**config.mk**
```make
export PLATFORM = sky130hd
export DESIGN_NAME = fifo_slot_alloc
export DESIGN_NICKNAME = d
export VERILOG_FILES = /design/src/rtl/fifo_slot_alloc.sv
export SDC_FILE = /design/constraint.sdc
export NUM_CORES = 1
export LEC_CHECK = 0
export CAP_MARGIN = 20
export CORE_MARGIN = 4
export CORE_UTILIZATION = 50
export CTS_CLUSTER_DIAMETER = 80
export CTS_CLUSTER_SIZE = 20
export DETAILED_ROUTE_END_ITERATION = 6
export GPL_ROUTABILITY_DRIVEN = 0
export MAX_ROUTING_LAYER = met4
export PLACE_DENSITY = 0.77
export SYNTH_ARGS = -nofsm -noshare
export SYNTH_HDL_FRONTEND = slang
export SYNTH_SLANG_ARGS = --single-unit
```
**constraint.sdc**
```tcl
create_clock -name clk -period 3.2 [get_ports clk]
set_input_delay 0.32 -clock clk [delete_from_list [all_inputs] [get_ports clk]]
set_output_delay 0.32 -clock clk [all_outputs]
set_load 0.03 [all_outputs]
```
**src/rtl/fifo_slot_alloc.sv**
```systemverilog
// rtl/fifo_slot_alloc.sv - round-robin buffer slot allocator over a circular free list.
// Optional illegal-free tracking with FIFO_SLOT_ALLOC_CHECK_EN.
module fifo_slot_alloc #(
  parameter int DEPTH  = 4,
  parameter int PTR_SZ = 2,
  parameter int N_REQ  = 4
) (
  input  logic              clk,
  input  logic              rst,
  input  logic [N_REQ-1:0]  alloc_req,
  output logic [N_REQ-1:0]  alloc_gnt,
  output logic [PTR_SZ-1:0] alloc_idx,
  input  logic              free_en,
  input  logic [PTR_SZ-1:0] free_idx,
  output logic [PTR_SZ:0]   free_cnt,
  output logic              empty,
  output logic              full,
  output logic              err_free
);

  localparam int RR_W = (N_REQ > 1) ? $clog2(N_REQ) : 1;
  localparam logic [PTR_SZ:0] FULL_CNT = (PTR_SZ+1)'(DEPTH);
  localparam logic [PTR_SZ:0] ONE_CNT  = (PTR_SZ+1)'(1);

  logic [PTR_SZ-1:0] entry [DEPTH];
  logic [PTR_SZ-1:0] rd_ptr;
  logic [PTR_SZ-1:0] wr_ptr;
  logic [PTR_SZ:0]   count;
  logic [RR_W-1:0]   rr_ptr;

  logic              win_found;
  logic [RR_W-1:0]   win_k;
  logic [RR_W-1:0]   cand;
  int                sum;
  logic              alloc_fire;
  logic              free_fire;
  logic [PTR_SZ-1:0] head;

  function automatic logic [PTR_SZ-1:0] ptr_inc(input logic [PTR_SZ-1:0] p);
    return (p == PTR_SZ'(DEPTH-1)) ? '0 : p + PTR_SZ'(1);
  endfunction

  // Round-robin search: first requesting port at or after rr_ptr, with wrap.
  always_comb begin
    win_found = 1'b0;
    win_k     = '0;
    cand      = '0;
    sum       = 0;
    for (int i = 0; i < N_REQ; i++) begin
      sum = int'(rr_ptr) + i;
      if (sum >= N_REQ) sum = sum - N_REQ;
      cand = RR_W'(sum);
      if (!win_found && alloc_req[cand]) begin
        win_found = 1'b1;
        win_k     = cand;
      end
    end
  end

  assign head       = entry[rd_ptr];
  assign alloc_fire = win_found && (count != '0);

`ifdef FIFO_SLOT_ALLOC_CHECK_EN
  logic [DEPTH-1:0] in_use;
  logic             err_q;
  logic             idx_ok;

  // Only slots currently owned by a packet may come back; anything else is an error.
  assign idx_ok    = ({1'b0, free_idx} < FULL_CNT);
  assign free_fire = free_en && idx_ok && in_use[free_idx];
  assign err_free  = err_q;

  always_ff @(posedge clk) begin
    if (rst) begin
      in_use <= '0;
      err_q  <= 1'b0;
    end else begin
      if (alloc_fire) in_use[head] <= 1'b1;
      if (free_fire) in_use[free_idx] <= 1'b0;
      if (free_en && !free_fire) err_q <= 1'b1;
    end
  end
`else
  assign free_fire = free_en && (count != FULL_CNT);
  assign err_free  = 1'b0;
`endif

  always_ff @(posedge clk) begin
    if (rst) begin
      for (int i = 0; i < DEPTH; i++) entry[i] <= PTR_SZ'(i);
      rd_ptr    <= '0;
      wr_ptr    <= '0;
      count     <= FULL_CNT;
      rr_ptr    <= '0;
      alloc_gnt <= '0;
      alloc_idx <= '0;
    end else begin
      if (alloc_fire) begin
        alloc_gnt <= N_REQ'(1) << win_k;
        alloc_idx <= head;
        rd_ptr    <= ptr_inc(rd_ptr);
        rr_ptr    <= (win_k == RR_W'(N_REQ-1)) ? '0 : win_k + RR_W'(1);
      end else begin
        alloc_gnt <= '0;
      end
      if (free_fire) begin
        entry[wr_ptr] <= free_idx;
        wr_ptr        <= ptr_inc(wr_ptr);
      end
      unique case ({alloc_fire, free_fire})
        2'b10:   count <= count - ONE_CNT;
        2'b01:   count <= count + ONE_CNT;
        default: count <= count;
      endcase
    end
  end

  assign free_cnt = count;
  assign empty    = (count == '0);
  assign full     = (count == FULL_CNT);

endmodule

```
# [Yosys cells after proc, flatten, opt, wreduce, memory -nomap -nowiden]
# Memory sizes are Yosys's and may differ from the RTL's. A register that Yosys moved wholly into a read port is not among the register bits.
# Cells that the tools add are included.
[classes] add_sub_neg=12 n_lt_le_gt_ge=8 n_eq_ne=7 reduce_logical=13 n_bitwise=1 shift=1 mux=32
[ops] operator="2-bit 2-to-1 mux" count=13
[ops] operator="1-bit 2-to-1 mux" count=14
[ops] operator="2-bit by 3-bit less-than comparator with 1-bit output (second input constant)" count=4
[ops] operator="3-bit greater-or-equal comparator (second input constant)" count=3
[ops] operator="1-bit binary-select mux with 2-bit select" count=4
[ops] operator="2-bit == test (second input constant)" count=4
[ops] operator="2-bit by 1-bit subtractor with 2-bit output (second input constant)" count=4
[ops] operator="2-bit by 1-bit adder with 2-bit output (second input constant)" count=3
[ops] operator="2-bit by 2-bit adder with 3-bit output (second input constant)" count=2
[ops] operator="3-bit case mux with 2 select lines" count=1
[ops] operator="1-bit logical AND" count=5
[ops] operator="2-bit OR reduction" count=2
[ops] operator="1-bit by 2-bit left shift with 4-bit output (first input constant)" count=1
[ops] operator="2-bit by 1-bit adder with 3-bit output (second input constant)" count=1
[ops] operator="3-bit by 1-bit adder with 3-bit output (second input constant)" count=1
[ops] operator="3-bit == test (second input constant)" count=1
[ops] operator="2-bit by 3-bit greater-or-equal comparator with 1-bit output (second input constant)" count=1
[ops] operator="1-bit zero test" count=3
[ops] operator="3-bit zero test" count=1
[ops] operator="3-bit != test (second input constant)" count=1
[ops] operator="3-bit nonzero test" count=1
[ops] operator="3-bit by 1-bit subtractor with 3-bit output (second input constant)" count=1
[ops] operator="2-bit by 1-bit == test with 1-bit output (second input constant)" count=1
[ops] operator="2-bit nonzero test" count=1
[ops] operator="1-bit NOT" count=1
[word_totals] ram_bits=8 ff_bits=13 wordCells=80 memories=1
[memory_table] memory="entry" depth=4 word_bits=2 rd=1 rd_clocked_by_memory_dff=1 write_ports=4 line_no="25" text="logic [PTR_SZ-1:0] entry [DEPTH];"

# [Logic depth before layout (Yosys ltp)]
# Gate-level depths: netlist of the first run.
[logic_depth] word_depth=17 ltp_mapped=10 mapped_depth_nobuf=9

# [Worst setup path before layout of the first run]
# OpenSTA, ideal clock, no wires.
[synth_path] path_kind="register to register" start="reg count[1], in the netlist free_cnt[1]" end="reg count[2], in the netlist free_cnt[2]" path_stages_with_launch=10 required_time_ns=3.068 slack_ns=0.163 n_path_buf=1 arrival_time_ns=2.905 setup_time_ns=0.132 cell_sequence="dfxtp_1 -> nor3_1 -> or2_1 -> buf_4 -> ha_1 -> inv_1 -> fa_1 -> xor2_1 -> o21ai_0 -> or3b_2"
[synth_between] elab_chain_len=4 elab_cells_between_ends=10
[synth_rtl] element="start, declared" line_no="28" text="logic [PTR_SZ:0] count;"
[synth_rtl] element="start signal, assigned" line_no="111" text="2'b10: count <= count - ONE_CNT;"
[synth_rtl] element="start signal, assigned" line_no="112" text="2'b01: count <= count + ONE_CNT;"
[synth_rtl] element="start signal, assigned" line_no="113" text="default: count <= count;"
[synth_rtl] element="3-bit != test or 3-bit nonzero test (tied branches)" line_no="84, 61"
[synth_rtl] element="1-bit logical AND, on equally long branches" line_no="84, 61"
[synth_rtl] element="2-bit by 1-bit == test with 1-bit output or 2-bit == test (tied branches)" line_no="110" text="unique case ({alloc_fire, free_fire})"
[synth_rtl] element="3-bit case mux with 2 select lines or 2-bit nonzero test (tied branches)"
# Several ways; a longest one is shown, not always the timed one.
# A chain may end at the register's enable or synchronous reset.

# [Worst setup path after layout of the first run]
[layout_path] start="reg count[0], in the netlist free_cnt[0]" end="reg count[2], in the netlist free_cnt[2]"
[layout_between] elab_chain_len=4 elab_cells_between_ends=10
[layout_rtl] element="3-bit != test *" line_no="84" text="assign free_fire = free_en && (count != FULL_CNT);"
[layout_rtl] element="1-bit logical AND *" line_no="84"
[layout_rtl] element="net free_fire" line_no="36" text="logic free_fire;"
[layout_rtl] element="2-bit by 1-bit == test with 1-bit output or 2-bit == test (tied branches)" line_no="110"
[layout_rtl] element="3-bit case mux with 2 select lines or 2-bit nonzero test (tied branches)"
# The timed path passes the listed nets; every way through them passes the cells marked *.

==> qor.txt, run 1 <==
yosys warns -> 0
die area -> 0.00313 mm^2
Avg Cell Area, Syn -> 10.9 um^2
HP Class -> register to register
vias -> 827
All-Layer GR Usage -> 14.7%
Initial DRC Count -> 9
chip height -> 56.0 um
n_diodes -> 0
power density cells -> 816 mW/mm^2
RSZ-0062 raised after global routing -> no
total gr overflow -> 0
placed insts -> 150
NetSw -> 445 uW
status -> finished clean
clock network power share -> 12.1%
Syn-to-layout area delta -> 20.3%
Fin. Hold Viols -> 0
largest net degree at the start of global routing -> 23
CP max FO -> 9
1st-pass router iterations -> 4
Post-synth top cells -> dfxtp_1, nor2_1, edfxtp_1
max-cap viol count -> 0
CTS Hold Bufs -> 0
PortBufs -> 19
period utilisation layout -> 76.0%
Sink Count -> 23
library cells used by synthesis -> 40
Setup Viol. Count Final -> 0
Placed Area -> 0.00136 mm^2
layout cell share with drive strength beyond 1 -> 11.1%
final wirelength -> 2010 um
static leakage -> 0.547 nW
clock latency on the worst-skew pair -> 0.31 ns
Post-Layout Cell Count -> 154
core area -> 0.00221 mm^2
area leader, netlist -> dfxtp_1
CP endpoint kind -> register
Root Buffer -> clkbuf_4
DRC -> 0
Synth Net Count -> 120
Setup Skew -> 0.0116 ns
Top FF cell, synth -> dfxtp_1
Comb power frac -> 47.7%
CTS buffer count -> 3
Async SR Flop Fraction -> 0%
nets@finish -> 141
Sw Share -> 39.3%
CTS resizes -> 0
top cell type's share of synthesized area -> 26.1%
post-route design area -> 0.00139 mm^2
CTS clk-pin slew, worst paths -> 0.14 ns
antenna-violating nets left -> 0
first-pass GRT wire length -> 3620 um
Int Pwr -> 686 uW
maximum root-to-sink buffer count -> 2
H-tree depth -> 1
Final Util -> 62.6%
fillers -> 201
Max Slew Vio Count -> 0
CTS tree -> yes
Die Width -> 56.0 um
CP Class -> register to register
Top Ports -> 21
Cell Area, Synth -> 0.00115 mm^2
Starting Density -> 52.0%
FMAX -> 0.411 GHz
Worst VDD drop -> 0.486 mV
vias in the first global route -> 804
Detail Placement HPWL -> 1530 um
Rows -> 17
min cycle time layout -> 2.43 ns
Yosys reg bits -> 23
top-count cell post-synth -> dfxtp_1
cell count after synthesis -> 106
sequential area share after synthesis -> 47.0%
Via density -> 5.37
wire length per cell after detailed routing -> 13.1 um
TNS Setup -> 0 ns
post-CTS setup buffer count -> 0
required time worst endpoint -> 3.41 ns
sequential fraction of design power -> 40.2%
Startpoint Class -> register
initial antenna violation count -> 0
Synth area leaders -> dfxtp_1, edfxtp_1, mux2i_1, ha_1, mux4_2
number of flops mapped to enable cells by yosys -> 8
Worst EP arrival -> 2.64 ns
## state kept, by name (all words and copies together), names as in the netlist
name	flops
free_cnt	3
alloc_gnt	4
rr_ptr	2
alloc_idx	2
rd_ptr	2
entry	8
wr_ptr	2
## power by group through the flow
stage | Combinational, mW | Sequential [mW] | Clock, mW
2_1_floorplan | 0.326 | 0.517 | 0
3_3_place_gp | 0.524 | 0.458 | 0
3_5_place_dp | 0.542 | 0.462 | 0
4_1_cts | 0.544 | 0.456 | 0.137
5_1_grt | 0.596 | 0.467 | 0.154
6_report | 0.540 | 0.454 | 0.137
## critical path, cell delays in order (launching register included)
cell      delay (ns)
dfxtp_1         0.51
nor3b_4         0.08
nand2b_4        0.18
inv_1           0.17
ha_1            0.23
inv_1           0.07
fa_1            0.37
xor2_1          0.16
o21ai_0         0.13
or3b_2          0.44
## cells in the final DEF (no fill, tap or decap)
cell / count
a21o_1: 1
a21oi_1: 7
a31o_2: 1
and3_1: 3
and3b_1: 2
and4b_1: 1
buf_4: 2
clkbuf_4: 3
clkdlybuf4s50_1: 19
clkinv_2: 1
conb_1: 1
dfxtp_1: 15
edfxtp_1: 8
fa_1: 1
ha_1: 4
inv_1: 5
mux2i_1: 6
mux4_2: 2
nand2_1: 6
nand2b_1: 1
nand2b_4: 1
nand3b_1: 1
nand4bb_1: 1
nor2_1: 10
nor3_1: 2
nor3b_4: 1
nor4_1: 2
nor4b_1: 1
o21ai_0: 3
o21bai_1: 2
o22ai_1: 1
o2bb2a_1: 1
o41ai_1: 1
or2_1: 2
or2b_1: 1
or3_1: 2
or3_2: 1
or3_4: 1
or3b_2: 1
xor2_1: 2
## area by class of cell
| type | count | area (um^2) | share of cell area [%] |
|---|---|---|---|
| Multi-Input combinational cell | 73 | 558 | 40.3 |
| Tap cell | 28 | 35.0 | 2.53 |
| Sequential cell | 23 | 541 | 39.0 |
| Inverter | 5 | 18.8 | 1.36 |
| Clock inverter | 1 | 5.00 | 0.361 |
| Timing Repair Buffer | 21 | 205 | 14.8 |
| Clock buffer | 3 | 22.5 | 1.63 |
## path summary, 6_finish.rpt
kind                                           startpoint                        end  slack (ns)  cells past startpoint
worst min register to register  alloc_idx[1]$_SDFFE_PP0P_  alloc_idx[1]$_SDFFE_PP0P_        0.52                      2
worst max register to register   free_cnt[0]$_SDFFE_PP0P_   free_cnt[2]$_SDFFE_PP1P_        0.77                      9
worst max-delay path             free_cnt[0]$_SDFFE_PP0P_   free_cnt[2]$_SDFFE_PP1P_        0.77                      9
worst min-delay path            alloc_idx[1]$_SDFFE_PP0P_  alloc_idx[1]$_SDFFE_PP0P_        0.52                      2
## routing by layer
metal  up-vias  track usage, %  share of wire [%]
met3         2            3.48                4.4
met1       392            19.2                 46
li1        419               -                  -
met4         0            4.07               0.30
met5         -               -                  0
met2        14            22.9                 49
## through the flow
step | hold slack, ns | power (mW) | worst slack (ns)
global route | 0.546 | 1.22 | 0.637
floorplan | 0.432 | 0.843 | 0.163
global placement | 0.472 | 0.982 | 0.539
finish | 0.518 | 1.13 | 0.769
detailed placement | 0.494 | 1.00 | 0.458
CTS | 0.524 | 1.14 | 0.745
## kinds of logic (layout without fill, tap and decap cells)
group | count (synthesis) | in the layout | share of synthesized area [%]
xor gates and xnor gates | 2 | 2 | 1.52
muxes | 8 | 8 | 9.13
adders and majority gates | 5 | 5 | 6.09
other | 1 | 1 | 0.326
buffers and inverters | 10 | 30 | 4.56
AOI/OAI and AO/OA | 17 | 17 | 9.24
DFF | 23 | 23 | 47.0
and+or+nand+nor | 40 | 40 | 22.2
Note: power is estimated with default switching activity, not from simulation.
==> run 2, diff against run 1 <==
Clock period 3.2 ns to 2.5 ns, I/O delays scaled along.
==> run 2 against run 1 <==
  * Clock skew down 0.0068 ns
  * Maximum frequency up 9.2%
  * Design area up 4.7%
  * Total power up 31%
  * Final cell count up 3.9%
  * Critical path depth unchanged
  * Sequential power up 32%
  * Combinational power up 32%
==> qor.txt, run 2 (synthesis results as in run 1) <==
CTS tree -> yes
vias -> 862 (+4.2%)
Top reg by flops -> entry
Root Buffer -> clkbuf_4
min cycle time layout -> 2.23 ns (-0.206 ns)
CTS clk-pin slew, worst paths -> 0.13 ns (about the same)
Fin. Hold Viols -> 0 (unchanged)
Initial DRC Count -> 18 (+9)
1st-pass router iterations -> 4 (unchanged)
power density cells -> 1020 mW/mm^2 (+25%)
FMAX -> 0.449 GHz (+9.2%)
Worst EP arrival -> 2.42 ns (-0.22 ns)
most common cell after layout, fill and taps aside -> clkdlybuf4s50_1
post-CTS setup buffer count -> 0 (unchanged)
die area -> 0.00313 mm^2 (unchanged)
Via density -> 5.39 (+0.32%)
DRC -> 0 (unchanged)
worst path bufs/invs -> 2 (unchanged)
antenna-violating nets left -> 0 (unchanged)
All-Layer GR Usage -> 15.9% (+1.2 points)
chip height -> 56.0 um (unchanged)
Cell Chain, Critical Path -> nor3b_4 > nand2b_4 > inv_1 > ha_1 > inv_1 > fa_1 > xor2_1 > o21ai_0 > or3b_2
commonest cells after routing, fill and taps aside -> clkdlybuf4s50_1, dfxtp_1, nor2_1
global-route met1 utilization -> 18.7% (-0.49 points)
wire length per cell after detailed routing -> 13.2 um (+0.99%)
Detail Placement HPWL -> 1660 um (+8.8%)
CTS Hold Bufs -> 0 (unchanged)
Syn-to-layout area delta -> 26.0%
n_diodes -> 0 (unchanged)
layout cell share with drive strength beyond 1 -> 18.2% (+7.1 points)
Max Slew Vio Count -> 0 (unchanged)
CTS resizes -> 0 (unchanged)
Die Width -> 56.0 um (unchanged)
worst slack, placed -> -0.0571 ns (-0.515 ns)
first-pass GRT wire length -> 3880 um (+7.0%)
met3 Usage GRT -> 2.78% (-0.70 points)
Largest register FFs -> 8 (unchanged)
total power -> 1.48 mW (+31%)
final wirelength -> 2110 um (+4.9%)
Sink Count -> 23 (unchanged)
Final Util -> 65.6% (+2.9 points)
Setup Viol. Count Final -> 0 (unchanged)
initial antenna violation count -> 0 (unchanged)
required time worst endpoint -> 2.70 ns (-0.71 ns)
Worst VDD drop -> 0.912 mV (+88%)
slowest CP cell -> or3b_2
status -> finished clean
RSZ-0062 raised after global routing -> no
CP max FO -> 9 (unchanged)
CP Class -> register to register
Post-Layout Cell Count -> 160 (+3.9%)
Top Ports -> 21 (unchanged)
CP dominant cell by count -> inv_1
total gr overflow -> 0 (unchanged)
clock latency on the worst-skew pair -> 0.30 ns (about the same)
Startpoint Class -> register
gr busiest metal -> met2
max-cap viol count -> 0 (unchanged)
static leakage -> 0.580 nW (+6.0%)
Setup Skew -> 0.00484 ns (-0.00681 ns)
Rows -> 17 (unchanged)
final worst slack -> 0.275 ns (-0.494 ns)
crit-path max cell delay -> 0.44 ns (-0.07 ns)
met2 usage -> 26.5% (+3.7 points)
H-tree depth -> 1 (unchanged)
Starting Density -> 52.0% (unchanged)
CP endpoint kind -> register
PortBufs -> 19 (unchanged)
maximum root-to-sink buffer count -> 2 (unchanged)
placed insts -> 156 (+4.0%)
vias in the first global route -> 902 (+12%)
CTS buffer count -> 3 (unchanged)
Top delay family on crit path -> simple AND/OR/NAND/NOR gates
largest net degree at the start of global routing -> 14 (-39%)
period utilisation layout -> 89.0% (+13 points)
nets@finish -> 147 (+4.3%)
core area -> 0.00221 mm^2 (unchanged)
HP Class -> register to register
## run 2: metrics by stage
stage | area [um^2] | TNS [ns] | hold slack [ns]
after global routing | 1450 | 0 | 0.584
after global placement | 1420 | -0.000312 | 0.474
final | 1450 | 0 | 0.530
after CTS | 1450 | 0 | 0.545
after floorplan | 1170 | 0 | 0.362
after detailed placement | 1420 | -0.0571 | 0.514
## run 2: worst paths after layout
path | depth (start not counted) | slack [ns] | endpoint | from
max | 9 | 0.27 | free_cnt[2]$_SDFFE_PP1P_ | free_cnt[2]$_SDFFE_PP1P_
min | 2 | 0.53 | alloc_idx[1]$_SDFFE_PP0P_ | alloc_idx[1]$_SDFFE_PP0P_
max reg2reg | 9 | 0.27 | free_cnt[2]$_SDFFE_PP1P_ | free_cnt[2]$_SDFFE_PP1P_
min reg2reg | 2 | 0.53 | alloc_idx[1]$_SDFFE_PP0P_ | alloc_idx[1]$_SDFFE_PP0P_
## run 2: layer usage
metal  routed length, um  vias to the layer above
li1                    -                      437
met1                 909                      400
met2                1090                       19
met3                  69                        6
met4                  46                        0
met5                   0                        -
## run 2: area by class of cell
cell class / count / area, um^2
flip-flops and latches: 23 / 549
repair buffers: 27 / 250
inverters: 5 / 18.8
fillers: 189 / 762
clock buffers: 3 / 22.5
clock inverters: 1 / 5.00
well taps: 28 / 35.0
multi-input cells: 73 / 569
## run 2: report_power, final
part	internal (mW)	switching, mW
logic	0.354	0.358
clock network	0.0596	0.112
registers	0.494	0.107
total	0.907	0.577
## run 2: worst register-to-register path: stages (launching register included)
cell and delay [ns]:
dfxtp_4 0.39, nor3b_4 0.15, nand2b_4 0.18, inv_1 0.09, ha_1 0.17, inv_1 0.05, fa_1 0.37, xor2_1 0.16
o21ai_0 0.12, or3b_2 0.44
